==> config.mk <==
export PLATFORM = sky130hd
export DESIGN_NAME = uart_block_bridge
export DESIGN_NICKNAME = d
export VERILOG_FILES = /design/src/rtl/uart_bridge_pkg.sv /design/src/rtl/uart_bridge_timer.sv /design/src/rtl/uart_block_bridge.sv
export SDC_FILE = /design/constraint.sdc
export NUM_CORES = 1
export LEC_CHECK = 0
export ABC_CLOCK_PERIOD_IN_PS = 2900
export CORE_MARGIN = 5
export CORE_UTILIZATION = 40
export DETAILED_ROUTE_END_ITERATION = 10
export GPL_TIMING_DRIVEN = 0
export HOLD_SLACK_MARGIN = 0.03
export PLACE_DENSITY = 0.78
export SLEW_MARGIN = 10
export SYNTH_ARGS = -nofsm -noshare
export SYNTH_HDL_FRONTEND = slang
export SYNTH_SLANG_ARGS = --single-unit
==> constraint.sdc <==
create_clock -name clk -period 2.9 [get_ports clk]
set_input_delay 0.435 -clock clk [delete_from_list [all_inputs] [get_ports clk]]
set_output_delay 0.435 -clock clk [all_outputs]
set_load 0.005 [all_outputs]
==> src/rtl/uart_bridge_pkg.sv <==
// Shared definitions for UART-framed block bridges: bridge FSM states, byte width
// and the default inter-byte timeout for the 48 MHz clock domain.
package uart_bridge_pkg;

  localparam int BYTE_W = 8;

  // 10 ms at 48 MHz
  localparam int DEFAULT_TIMEOUT_CYCLES = 480000;

  typedef enum logic [2:0] {
    ST_RECV,
    ST_START,
    ST_WAIT,
    ST_SEND,
    ST_SEND_HOLD
  } bridge_state_e;

endpackage

==> src/rtl/uart_bridge_timer.sv <==
// Saturating idle counter for UART-framed blocks: counts enabled cycles since the last
// clear and flags the cycle on which the count reaches TIMEOUT_CYCLES (0 removes it).
module uart_bridge_timer
  import uart_bridge_pkg::*;
#(
  parameter int TIMEOUT_CYCLES = DEFAULT_TIMEOUT_CYCLES
) (
  input  logic clk,
  input  logic rst,
  input  logic clear_i,
  input  logic enable_i,
  output logic expire_o
);

  if (TIMEOUT_CYCLES == 0) begin : g_disabled
    logic unused_inputs;
    assign unused_inputs = ^{clk, rst, clear_i, enable_i};
    assign expire_o      = 1'b0;
  end else begin : g_counter
    localparam int               CNT_W    = $clog2(TIMEOUT_CYCLES + 1);
    localparam logic [CNT_W-1:0] CNT_LAST = CNT_W'(TIMEOUT_CYCLES - 1);
    localparam logic [CNT_W-1:0] CNT_MAX  = CNT_W'(TIMEOUT_CYCLES);

    logic [CNT_W-1:0] cnt_q, cnt_d;

    always_comb begin
      cnt_d = cnt_q;
      if (clear_i) begin
        cnt_d = '0;
      end else if (enable_i && (cnt_q != CNT_MAX)) begin
        cnt_d = cnt_q + CNT_W'(1);
      end
    end

    always_ff @(posedge clk) begin
      if (rst) begin
        cnt_q <= '0;
      end else begin
        cnt_q <= cnt_d;
      end
    end

    // Fires on the enabled cycle that would bring the count up to TIMEOUT_CYCLES
    assign expire_o = enable_i && !clear_i && (cnt_q == CNT_LAST);
  end

endmodule

==> src/rtl/uart_block_bridge.sv <==
// Byte-stream bridge: assembles IN_BYTES UART bytes into a block, starts the core,
// then streams the OUT_BYTES result back to the UART transmitter MSB byte first.
module uart_block_bridge
  import uart_bridge_pkg::*;
#(
  parameter int IN_BYTES       = 32,
  parameter int OUT_BYTES      = 16,
  parameter int TIMEOUT_CYCLES = DEFAULT_TIMEOUT_CYCLES
) (
  input  logic                          clk,
  input  logic                          rst,
  input  logic                          rx_rdy,
  input  logic [BYTE_W-1:0]             rx_data,
  input  logic                          tx_ready,
  output logic                          tx_en,
  output logic [BYTE_W-1:0]             tx_data,
  output logic [IN_BYTES*BYTE_W-1:0]    core_din,
  output logic                          core_start,
  input  logic                          core_done,
  input  logic [OUT_BYTES*BYTE_W-1:0]   core_dout,
  output logic                          busy,
  output logic                          timeout_err,
  output logic                          overrun_err
);

  localparam int DIN_W = IN_BYTES * BYTE_W;
  localparam int SR_W  = OUT_BYTES * BYTE_W;
  localparam int RXW   = $clog2(IN_BYTES + 1);
  localparam int TXW   = $clog2(OUT_BYTES + 1);
  localparam logic [RXW-1:0] RX_LAST = RXW'(IN_BYTES - 1);
  localparam logic [TXW-1:0] TX_LAST = TXW'(OUT_BYTES - 1);

  bridge_state_e     state_q, state_d;
  logic [RXW-1:0]    rx_cnt_q, rx_cnt_d;
  logic [TXW-1:0]    tx_cnt_q, tx_cnt_d;
  logic [DIN_W-1:0]  din_q, din_d;
  logic [SR_W-1:0]   sr_q, sr_d;
  logic              hold_q, hold_d;
  logic              tx_en_q, tx_en_d;
  logic [BYTE_W-1:0] tx_data_q, tx_data_d;
  logic              core_start_q, core_start_d;
  logic              busy_q, busy_d;
  logic              timeout_err_q, timeout_err_d;
  logic              overrun_err_q, overrun_err_d;
  logic              idle_run;
  logic              idle_expire;

  // Idle time only accrues inside a partial frame; any received byte restarts it
  assign idle_run = (state_q == ST_RECV) && (rx_cnt_q != '0) && !rx_rdy;

  uart_bridge_timer #(
    .TIMEOUT_CYCLES(TIMEOUT_CYCLES)
  ) u_timer (
    .clk     (clk),
    .rst     (rst),
    .clear_i (!idle_run),
    .enable_i(idle_run),
    .expire_o(idle_expire)
  );

  always_comb begin
    state_d       = state_q;
    rx_cnt_d      = rx_cnt_q;
    tx_cnt_d      = tx_cnt_q;
    din_d         = din_q;
    sr_d          = sr_q;
    hold_d        = 1'b0;
    tx_en_d       = 1'b0;
    tx_data_d     = tx_data_q;
    core_start_d  = 1'b0;
    timeout_err_d = 1'b0;
    overrun_err_d = rx_rdy && (state_q != ST_RECV);

    unique case (state_q)
      ST_RECV: begin
        if (rx_rdy) begin
          din_d = DIN_W'({din_q, rx_data});
          if (rx_cnt_q == RX_LAST) begin
            rx_cnt_d     = '0;
            core_start_d = 1'b1;
            state_d      = ST_START;
          end else begin
            rx_cnt_d = rx_cnt_q + RXW'(1);
          end
        end else if (idle_expire) begin
          // Stale bytes stay in din_q; the next frame shifts them out
          rx_cnt_d      = '0;
          timeout_err_d = 1'b1;
        end
      end
      ST_START: state_d = ST_WAIT;
      ST_WAIT: begin
        if (core_done) begin
          sr_d     = core_dout;
          tx_cnt_d = '0;
          state_d  = ST_SEND;
        end
      end
      ST_SEND: begin
        if (tx_ready) begin
          tx_en_d   = 1'b1;
          tx_data_d = sr_q[SR_W-1 -: BYTE_W];
          hold_d    = 1'b1;
          state_d   = ST_SEND_HOLD;
        end
      end
      ST_SEND_HOLD: begin
        // hold_q masks the cycle in which tx_ready may still show the pre-load level
        if (!hold_q && tx_ready) begin
          sr_d     = sr_q << BYTE_W;
          tx_cnt_d = tx_cnt_q + TXW'(1);
          state_d  = (tx_cnt_q == TX_LAST) ? ST_RECV : ST_SEND;
        end
      end
      default: state_d = ST_RECV;
    endcase

    busy_d = (state_d != ST_RECV) || (rx_cnt_d != '0);
  end

  always_ff @(posedge clk) begin
    if (rst) begin
      state_q       <= ST_RECV;
      rx_cnt_q      <= '0;
      tx_cnt_q      <= '0;
      din_q         <= '0;
      sr_q          <= '0;
      hold_q        <= 1'b0;
      tx_en_q       <= 1'b0;
      tx_data_q     <= '0;
      core_start_q  <= 1'b0;
      busy_q        <= 1'b0;
      timeout_err_q <= 1'b0;
      overrun_err_q <= 1'b0;
    end else begin
      state_q       <= state_d;
      rx_cnt_q      <= rx_cnt_d;
      tx_cnt_q      <= tx_cnt_d;
      din_q         <= din_d;
      sr_q          <= sr_d;
      hold_q        <= hold_d;
      tx_en_q       <= tx_en_d;
      tx_data_q     <= tx_data_d;
      core_start_q  <= core_start_d;
      busy_q        <= busy_d;
      timeout_err_q <= timeout_err_d;
      overrun_err_q <= overrun_err_d;
    end
  end

  assign tx_en       = tx_en_q;
  assign tx_data     = tx_data_q;
  assign core_din    = din_q;
  assign core_start  = core_start_q;
  assign busy        = busy_q;
  assign timeout_err = timeout_err_q;
  assign overrun_err = overrun_err_q;

endmodule

==> impl_metrics.tcl <==
set metrics [dict create \
    vdd_drop_max_uv 424 \
    gr-total-overflow 0 \
    min_path_type "input port to flop" \
    path_clk_slew_ns 0.06 \
    whs_ns 0.449 \
    start_util 0.403 \
    reg2reg_slack_ns 0.57 \
    finish.instance_area_sq_mm 0.0228 \
    postCtsHoldBufs 0 \
    fp.dieW_microns 213 \
    numCtsBuffers 44 \
    grt_max_degree 15 \
    slew_violations 0 \
    clk_latency_ns 0.55 \
    synth_ff_type "dfxtp_1" \
    ios 410 \
    critPathMaxStageDelay_ns 0.59 \
    io_buffers 409 \
    cts_max_path_buffers 3 \
    finalCriticalPeriod_ns 2.38 \
    fin_cells 3099 \
    grt_pass1_wl_microns 82600 \
    num_rows 74 \
    grtUsageTotal 0.224 \
    core_sq_mm 0.0407 \
    final_hold_viol_count 0 \
    critPathArrivalTime_ns 2.76 \
    die-area_sq_mm 0.0452 \
    outcome "completed" \
    drt_iter0_drc 1414 \
    max_slew_margin 0.519 \
    end_kind "flop" \
    critPathKind "input port to flop" \
    synthDistinctLibCells 50 \
    dpl_cell_area_sq_mm 0.0212 \
    grt_antenna_before_repair 7 \
    maxCapViolations 0 \
    crit_chain "clkdlybuf4s50_1, clkbuf_1, clkbuf_1, clkbuf_1, a21oi_1" \
    wire_per_inst_microns 17.6 \
    synth-async-reset-ratio 0 \
    htreeDepth 2 \
    post-place-ws_ns -0.0355 \
    switching_share 0.215 \
    hpwl_microns 41500 \
    comb_power_share 0.049 \
    area_delta_synth_final_pct 38.4 \
    fin_worst_skew_ns 0.0150 \
    pwr_density_cell_mw_per_mm2 553 \
    critPathMostFrequentCell "clkbuf_1" \
    finalSetupViolCount 0 \
    ant_nets 0 \
    clock.fmax_mhz 421 \
    gp_congestion 0.887 \
    ctsResizeCount 0 \
    seqPwrFrac 0.473 \
    vias 16300 \
    syn_inst 2075 \
    grt_pass1_vias 15400 \
    required_ns 3.29 \
    total_leakage_power_nw 7.59 \
    synth-edff-count 0 \
    final_core_util 0.558 \
    setup_tns_ns 0 \
    ys_ff_latch 430 \
    nets 2677 \
    finalCritPeriodShare 0.819 \
    grt_setup_unrepaired "false" \
    die_h_microns 213 \
    critPathLaunchType "input port" \
    cts_root_buffer "clkbuf_16" \
    cts_tree "done" \
    path_delay_family "buffers and inverters" \
    drc 0 \
    yosysWarningCount 0 \
    drt_pass1_iterations 6 \
    placed_cells 3016 \
    power_switching_mw 2.71 \
    fillers 3669 \
    path_buf_inv 4 \
    routed_via_density 5.25 \
    syn_area_sq_mm 0.0164 \
    postCtsSetupBuffers 0 \
    syn-mean-instance-area_sq_um 7.92 \
    power_mw 12.6 \
    synth.net_count 2222 \
    timing.final.ws_setup_ns 0.525 \
    cp_slowest_cell "clkbuf_1" \
    internal_power_mw 9.86 \
    drive_gt1_frac 0.0597 \
    synth_seq_area_share 0.524 \
    cts_sinks 430 \
    routed_wl_microns 54600 \
    clkPwrFrac 0.479 \
    cp_max_fo 10 \
    worst_pin_slew_ns 0.721 \
]
-- worst reg2reg max path: cells and delay by family (launching register included) --
family,cells,cell delay [ns]
buffers and inverters,3,0.99
AND/OR/NAND/NOR,2,0.75
flip-flops,1,0.34
AO/OA/AOI/OAI,1,0.17
-- metal layers --
metal,global-route usage,share of wire,vias to the layer above
li1,-,-,7862
met3,0.0478,0.080,113
met4,0.0731,0.032,10
met2,0.377,0.47,669
met1,0.288,0.41,7630
met5,0,0.0012,-
-- cells in the mapped netlist, drive strengths merged (8+ instances only) --
library cell	instances	share of area
and3	8	0.0030
a22oi	8	0.0037
a21oi	278	0.085
clkbuf	107	0.024
buf	57	0.019
nand3	8	0.0024
nor3	10	0.0030
nor4	10	0.0055
xnor2	11	0.0059
dfxtp	430	0.52
nand2	786	0.18
a311oi	120	0.069
nand4	8	0.0030
nor2	160	0.037
inv	10	0.0023
-- path summary, 6_finish.rpt --
kind | startpoint | to | cells past startpoint
setup / recovery | rst | core_din[2]$_SDFFE_PP0P_ | 5
hold / removal | rx_data[6] | core_din[6]$_SDFFE_PP0P_ | 3
setup reg to reg | state_q[0]$_SDFF_PP0_ | core_din[117]$_SDFFE_PP0P_ | 6
hold reg to reg | tx_data[6]$_SDFFE_PP0P_ | tx_data[6]$_SDFFE_PP0P_ | 2
-- flip-flops by register name, summed over array words and instances, names as in the netlist --
signal,cells
timeout_err,1
tx_data,8
rx_cnt_q,6
tx_en,1
core_start,1
core_din,256
state_q,3
tx_cnt_q,5
overrun_err,1
sr_q,128
u_timer.g_counter.cnt_q,19
busy,1
-- layout make-up --
cell class | instances | area, sq um | share of cell area
clock inverters | 18 | 283 | 0.0124
diodes | 5 | 12.5 | 0.000550
flip-flops and latches | 430 | 8610 | 0.378
well taps | 532 | 666 | 0.0293
plain buffers | 164 | 712 | 0.0313
multi-input cells | 1471 | 7080 | 0.311
clock buffers | 60 | 1260 | 0.0555
inverters | 10 | 37.5 | 0.00165
repair buffers | 409 | 4090 | 0.180
-- cells by family (layout without fill, tap and decap cells) --
family          after synthesis  after routing  share of synthesized area
simple gates               1023           1023                      0.250
flops                       430            430                      0.524
compound gates              423            423                      0.166
buf+inv                     174            661                     0.0456
xor+xnor                     17             17                    0.00906
fa+ha+maj                     6              6                    0.00457
mux                           2              2                    0.00122
other cells                   0              5                          0
-- power groups by stage --
stage	registers [mW]	clock network [mW]	logic (mW)
after floorplan	6.07	0	0.262
after global placement	6.07	0	0.599
after detailed placement	6.07	0	0.606
after CTS	5.94	6.10	0.610
after global routing	5.94	6.35	0.659
final	5.94	6.02	0.611
-- cell usage in the layout (no fill, tap or decap), types with 7 or more instances in the layout --
master / netlist / final
clkbuf_8: 0 / 8
nor4_1: 7 / 7
inv_1: 10 / 10
dfxtp_1: 430 / 430
a22oi_1: 8 / 8
and3_1: 8 / 8
clkdlybuf4s50_1: 0 / 409
nand2_1: 786 / 786
nand3_1: 8 / 8
buf_2: 50 / 50
bufinv_16: 0 / 7
nand4_1: 8 / 8
clkbuf_1: 107 / 114
nor3_1: 10 / 10
a311oi_2: 13 / 13
xnor2_1: 11 / 11
clkbuf_16: 0 / 45
a311oi_1: 107 / 107
nor2_1: 160 / 160
a21oi_1: 278 / 278
No activity file was read; power rests on OpenSTA's default activity.
